[src/rtl/branch_predict_resolver.sv]
// Branch predict/resolve unit: BHT + direct-mapped BTB lookup at fetch,
// resolution, table training and a registered one-cycle redirect at EX,
// plus 32-bit counters of resolved and mispredicted control-flow instructions.

package rv32i_types;
    typedef enum logic [6:0] {
        op_lui   = 7'b0110111,
        op_auipc = 7'b0010111,
        op_jal   = 7'b1101111,
        op_jalr  = 7'b1100111,
        op_br    = 7'b1100011,
        op_load  = 7'b0000011,
        op_store = 7'b0100011,
        op_imm   = 7'b0010011,
        op_reg   = 7'b0110011,
        op_csr   = 7'b1110011
    } rv32i_opcode;
endpackage

package pcmux;
    typedef enum logic [1:0] {
        pc_plus4 = 2'b00,
        alu_out  = 2'b01,
        alu_mod2 = 2'b10
    } pcmux_sel_t;
endpackage

module branch_predict_resolver
    import rv32i_types::*;
    import pcmux::*;
#(
    parameter int width     = 32,
    parameter int BHT_DEPTH = 64,
    parameter int BTB_DEPTH = 16,
    parameter int CTR_BITS  = 2
) (
    input  logic             clk,
    input  logic             rst,
    input  logic [width-1:0] if_pc_i,
    output logic             if_pred_taken_o,
    output logic [width-1:0] if_pred_target_o,
    input  logic             ex_valid_i,
    input  rv32i_opcode      ex_opcode_i,
    input  logic [width-1:0] ex_pc_i,
    input  logic             ex_pred_taken_i,
    input  logic [width-1:0] ex_pred_target_i,
    input  logic [width-1:0] i_imm_i,
    input  logic [width-1:0] b_imm_i,
    input  logic [width-1:0] j_imm_i,
    input  logic [width-1:0] rs1_out_i,
    input  logic             br_en_i,
    input  logic             stall_i,
    output logic             redirect_o,
    output logic [width-1:0] addr_o,
    output pcmux_sel_t       pcmux_sel_o,
    output logic [31:0]      branch_cnt_o,
    output logic [31:0]      mispredict_cnt_o
);

    localparam int BHT_IDX = $clog2(BHT_DEPTH);
    localparam int BTB_IDX = $clog2(BTB_DEPTH);
    localparam int TAG_W   = width - BTB_IDX - 2;

    // Weakly-not-taken is MSB clear with all lower bits set
    localparam logic [CTR_BITS-1:0] CTR_MAX  = {CTR_BITS{1'b1}};
    localparam logic [CTR_BITS-1:0] CTR_INIT = CTR_MAX >> 1;
    localparam logic [width-1:0]    FOUR     = width'(4);
    localparam logic [width-1:0]    LSB_MASK = ~width'(1);

    logic [CTR_BITS-1:0] bht        [BHT_DEPTH];
    logic                btb_valid  [BTB_DEPTH];
    logic [TAG_W-1:0]    btb_tag    [BTB_DEPTH];
    logic [width-1:0]    btb_target [BTB_DEPTH];
    logic                btb_jal    [BTB_DEPTH];

    logic [BHT_IDX-1:0] if_bi;
    logic [BTB_IDX-1:0] if_ti;
    logic [TAG_W-1:0]   if_tag;
    logic               if_hit;

    logic [BHT_IDX-1:0] ex_bi;
    logic [BTB_IDX-1:0] ex_ti;
    logic [TAG_W-1:0]   ex_tag;

    logic               is_br;
    logic               is_jal;
    logic               is_jalr;
    logic               is_cf;
    logic               res;
    logic               train;
    logic               act_taken;
    logic [width-1:0]   act_tgt;
    logic               mispred;

    assign if_bi  = if_pc_i[BHT_IDX+1:2];
    assign if_ti  = if_pc_i[BTB_IDX+1:2];
    assign if_tag = if_pc_i[width-1:BTB_IDX+2];

    assign ex_bi  = ex_pc_i[BHT_IDX+1:2];
    assign ex_ti  = ex_pc_i[BTB_IDX+1:2];
    assign ex_tag = ex_pc_i[width-1:BTB_IDX+2];

    // Fetch-side prediction from pre-edge table contents
    always_comb begin
        if_hit           = btb_valid[if_ti] && (btb_tag[if_ti] == if_tag);
        if_pred_taken_o  = if_hit && (btb_jal[if_ti] || bht[if_bi][CTR_BITS-1]);
        if_pred_target_o = if_pred_taken_o ? btb_target[if_ti] : (if_pc_i + FOUR);
    end

    // EX-side resolution of the actual outcome and mispredict detection
    always_comb begin
        is_br     = (ex_opcode_i == op_br);
        is_jal    = (ex_opcode_i == op_jal);
        is_jalr   = (ex_opcode_i == op_jalr);
        is_cf     = is_br || is_jal || is_jalr;
        act_taken = br_en_i;
        act_tgt   = ex_pc_i + b_imm_i;
        if (is_jal) begin
            act_taken = 1'b1;
            act_tgt   = ex_pc_i + j_imm_i;
        end else if (is_jalr) begin
            act_taken = 1'b1;
            act_tgt   = (rs1_out_i + i_imm_i) & LSB_MASK;
        end
        mispred = (act_taken != ex_pred_taken_i) ||
                  (act_taken && (act_tgt != ex_pred_target_i));
    end

    // The instruction in EX during a redirect is wrong-path and is ignored
    assign res   = ex_valid_i && !stall_i && !redirect_o;
    assign train = res && is_cf;

    // Train BHT counters on branches and record taken br/jal targets in the BTB
    always_ff @(posedge clk or negedge rst) begin
        if (!rst) begin
            for (int i = 0; i < BHT_DEPTH; i++) begin
                bht[i] <= CTR_INIT;
            end
            for (int i = 0; i < BTB_DEPTH; i++) begin
                btb_valid[i]  <= 1'b0;
                btb_tag[i]    <= '0;
                btb_target[i] <= '0;
                btb_jal[i]    <= 1'b0;
            end
        end else if (train) begin
            if (is_br) begin
                if (act_taken && (bht[ex_bi] != CTR_MAX)) begin
                    bht[ex_bi] <= bht[ex_bi] + 1'b1;
                end else if (!act_taken && (bht[ex_bi] != '0)) begin
                    bht[ex_bi] <= bht[ex_bi] - 1'b1;
                end
            end
            if (act_taken && !is_jalr) begin
                btb_valid[ex_ti]  <= 1'b1;
                btb_tag[ex_ti]    <= ex_tag;
                btb_target[ex_ti] <= act_tgt;
                btb_jal[ex_ti]    <= is_jal;
            end
        end
    end

    // Registered redirect: pulses for one unstalled cycle after a mispredict
    always_ff @(posedge clk or negedge rst) begin
        if (!rst) begin
            redirect_o  <= 1'b0;
            addr_o      <= '0;
            pcmux_sel_o <= pc_plus4;
        end else if (!stall_i) begin
            if (train && mispred) begin
                redirect_o  <= 1'b1;
                addr_o      <= act_taken ? act_tgt : (ex_pc_i + FOUR);
                pcmux_sel_o <= is_jalr ? alu_mod2 : (act_taken ? alu_out : pc_plus4);
            end else begin
                redirect_o  <= 1'b0;
                pcmux_sel_o <= pc_plus4;
            end
        end
    end

    // Performance counters for resolved and mispredicted control flow
    always_ff @(posedge clk or negedge rst) begin
        if (!rst) begin
            branch_cnt_o     <= '0;
            mispredict_cnt_o <= '0;
        end else if (train) begin
            branch_cnt_o     <= branch_cnt_o + 32'd1;
            mispredict_cnt_o <= mispredict_cnt_o + {31'b0, mispred};
        end
    end

endmodule
[config.mk]
export PLATFORM = sky130hd
export DESIGN_NAME = branch_predict_resolver
export DESIGN_NICKNAME = d
export VERILOG_FILES = /design/src/rtl/branch_predict_resolver.sv
export SDC_FILE = /design/constraint.sdc
export NUM_CORES = 2
export LEC_CHECK = 0
export CAP_MARGIN = 40
export CORE_UTILIZATION = 30
export DETAILED_ROUTE_END_ITERATION = 10
export PLACE_DENSITY = 0.49
export SYNTH_ARGS = -nofsm -noshare
export SYNTH_HDL_FRONTEND = slang
export SYNTH_SLANG_ARGS = --single-unit
[constraint.sdc]
create_clock -name clk -period 10.3 [get_ports clk]
set_clock_uncertainty 0.15 [all_clocks]
set_input_delay 1.545 -clock clk [delete_from_list [all_inputs] [get_ports clk]]
set_output_delay 1.545 -clock clk [all_outputs]
set_load 0.02 [all_outputs]
==> flow_summary.json <==
{
  "ys.flop_type": "dfrtp_1",
  "post_cts_buffers": 0,
  "cp_common_cell": "mux4_2",
  "critical_path_class": "input pin to output pin",
  "avgViaCountPerCell": 5.48,
  "synth_edf_count": 0,
  "powerDensity_mw_per_mm2": 154,
  "r2r_slack_ns": 5.48,
  "grt_max_degree": 165,
  "critical_path.cell_chain": "buf_8 > buf_4 > mux4_2 > mux4_2 > mux4_2 > or2_2 > nand4_1 > buf_4 > nor2_1 > a21oi_1 > clkdlybuf4s50_1",
  "power.internal_uw": 8210,
  "syn_inst": 5512,
  "drive_above_1_share": 0.236,
  "setup_viol": 0,
  "r2r_start": "redirect_o$_DFFE_PN0N_",
  "overflow": 0,
  "fin_crit_ns": 8.28,
  "areaGrowthSynthToFinish_pct": 19.3,
  "ys_seq_elements": 1187,
  "hold_viol_final": 0,
  "dieArea_mm2": 0.208,
  "min_path_type": "flip-flop to flip-flop",
  "grt_pass1_wl_mm": 341,
  "cts_hold_buf": 0,
  "final_cell_mix": "dfrtp_1 (1123), nand2_1 (866), o21ai_0 (694)",
  "route.detailed.drc": 0,
  "fmax_ghz": 0.121,
  "grt_use_total": 0.222,
  "cp.depth": 11,
  "vias": 46900,
  "dr.pass1.iters": 6,
  "core_mm2": 0.205,
  "crit_path_end": "if_pred_target_o[14]",
  "final_area_mm2": 0.0738,
  "critPathSlowestCell": "clkdlybuf4s50_1",
  "crit_path_start": "if_pc_i[2]",
  "hold_ws_ns": 0.314,
  "ant_nets": 0,
  "start_util": 0.302,
  "htreeDepth": 4,
  "p_comb_frac": 0.137,
  "routedWlPerCell_um": 27.3,
  "rsz0062_at_grt": "false",
  "syn_avg_cell_area_um2": 11.2,
  "fp.dieH_um": 456,
  "p_sw_uw": 3130,
  "status": "finished, final reports clean",
  "clkPwrFrac": 0.445,
  "synth_nets": 5854,
  "clock-sinks": 1187,
  "crit_arrival_ns": 6.59,
  "routed_wl_mm": 233,
  "timing.setup.tns_ns": 0,
  "seq_power_share": 0.418,
  "rr_worst_depth": 9,
  "drt_iter0_drc": 4095,
  "start_kind": "input pin",
  "fp.dieW_um": 456,
  "ys_seq_area_frac": 0.481,
  "cts-resized-gates": 0,
  "cp.required_ns": 8.61,
  "layout_commonest_cell": "dfrtp_1",
  "cts_buffers": 135,
  "rows": 166,
  "p_leak_uw": 0.0324,
  "cap_violations": 0,
  "slew_viol_final": 0,
  "slew_headroom": 0.270,
  "switching_share": 0.276,
  "crit_fanout": 56,
  "path_buf_inv": 4,
  "critPathTopFamily": "buffers and inverters",
  "ys_warn_count": 0,
  "clock-root-buffer": "clkbuf_16",
  "antenna_found_initial": 14,
  "cts_tree": "done",
  "synth_area_mm2": 0.0619,
  "tightest_slew_ns": 1.09,
  "place_area_mm2": 0.0691,
  "gp_congestion": 0.898,
  "yosysUniqueCellTypes": 99,
  "cp-end-kind": "output pin",
  "total_power_uw": 11300,
  "clock_path_buffers": 3,
  "async_flop_share": 1.00,
  "regToRegEndpoint": "btb_tag[149]$_DFFE_PN0P_",
  "fin_nets": 6090,
  "ir_worst_vdd_v": 0.000106,
  "io_pins": 369,
  "post-route-period-util": 0.804,
  "insertion_delay_ns": 0.77,
  "cts.clk_slew.worst_paths_ns": 0.05,
  "grt_pass1_vias": 47300,
  "dpl.hpwl_mm": 159,
  "io_buffers": 368,
  "slowest_delay_ns": 0.67
}
-- flip-flops by register name, summed over array words and instances (netlist names), 16 cells and up, named ones only --
signal            flops
addr_o               32
branch_cnt_o         32
btb_jal              16
btb_tag             416
mispredict_cnt_o     32
btb_target          512
btb_valid            16
bht                  64
-- cell families after synthesis --
group / share of synthesized area
simple gates: 0.108
compound gates: 0.112
buf+inv: 0.0297
flops: 0.481
xor+xnor: 0.0297
mux: 0.218
fa+ha+maj: 0.0216
-- final cells by class --
class | count | area, um2
multi-input cells | 3853 | 30500
repair buffers | 531 | 5350
fillers | 20200 | 131000
diodes | 7 | 17.5
flip-flops and latches | 1187 | 29800
inverters | 40 | 150
clock buffers | 201 | 4080
well taps | 2688 | 3360
clock inverters | 44 | 612
-- power groups by stage --
| stage | clock (uW) | sequential (uW) | combinational [uW] |
|---|---|---|---|
| 3_5_place_dp | 0 | 4820 | 1540 |
| 6_report | 5050 | 4740 | 1550 |
| 3_3_place_gp | 0 | 4820 | 1510 |
| 2_1_floorplan | 0 | 4830 | 761 |
| 5_1_grt | 5350 | 4740 | 1650 |
| 4_1_cts | 5160 | 4740 | 1550 |
-- synthesized netlist by cell type, types with 24 or more instances --
cell type / instances / area [um2]
a21o_1: 33 / 248
a21oi_1: 154 / 771
a22oi_1: 24 / 180
and3_1: 39 / 244
buf_1: 57 / 214
clkbuf_1: 346 / 1300
dfrtp_1: 1123 / 28100
dfstp_2: 64 / 1680
ha_1: 102 / 1280
inv_1: 38 / 143
mux2_2: 494 / 5560
mux2_4: 29 / 435
mux4_2: 322 / 7250
nand2_1: 887 / 3330
nand2b_1: 35 / 219
nand3_1: 74 / 370
nand4_1: 94 / 588
nor2_1: 169 / 634
nor3_1: 52 / 260
o21ai_0: 694 / 3470
o22ai_1: 40 / 250
xnor2_1: 123 / 1080
xor2_1: 87 / 762
-- how the worst min path moves through the flow --
stage                                    from                   endpoint  slack, ns  cells after the start
floorplan           btb_valid[14]$_DFFE_PN0P_  btb_valid[14]$_DFFE_PN0P_       0.28                      1
global placement     btb_valid[7]$_DFFE_PN0P_   btb_valid[7]$_DFFE_PN0P_       0.30                      1
detailed placement   btb_valid[6]$_DFFE_PN0P_   btb_valid[6]$_DFFE_PN0P_       0.30                      1
CTS                 btb_valid[12]$_DFFE_PN0P_  btb_valid[12]$_DFFE_PN0P_       0.31                      1
global route         btb_valid[4]$_DFFE_PN0P_   btb_valid[4]$_DFFE_PN0P_       0.32                      1
finish              btb_valid[12]$_DFFE_PN0P_  btb_valid[12]$_DFFE_PN0P_       0.31                      1
-- per-stage QoR --
stage | util | instances | setup WS (ns)
2_1_floorplan | - | 5512 | 3.56
3_3_place_gp | 0.335 | 8259 | 1.59
3_5_place_dp | 0.337 | 8296 | 1.65
4_1_cts | 0.360 | 8541 | 2.02
5_1_grt | 0.361 | 8549 | 1.83
6_report | 0.361 | 8551 | 2.02
-- metal layers --
metal	track usage	vias up	part of all wire	wire (um)
met5	0	-	0.00017	39
met4	0.0546	6	0.023	5390
met3	0.0363	285	0.056	13100
met2	0.354	1508	0.47	109000
met1	0.311	24600	0.45	106000
li1	-	20500	-	-
Note: power is estimated with default switching activity, not from simulation.
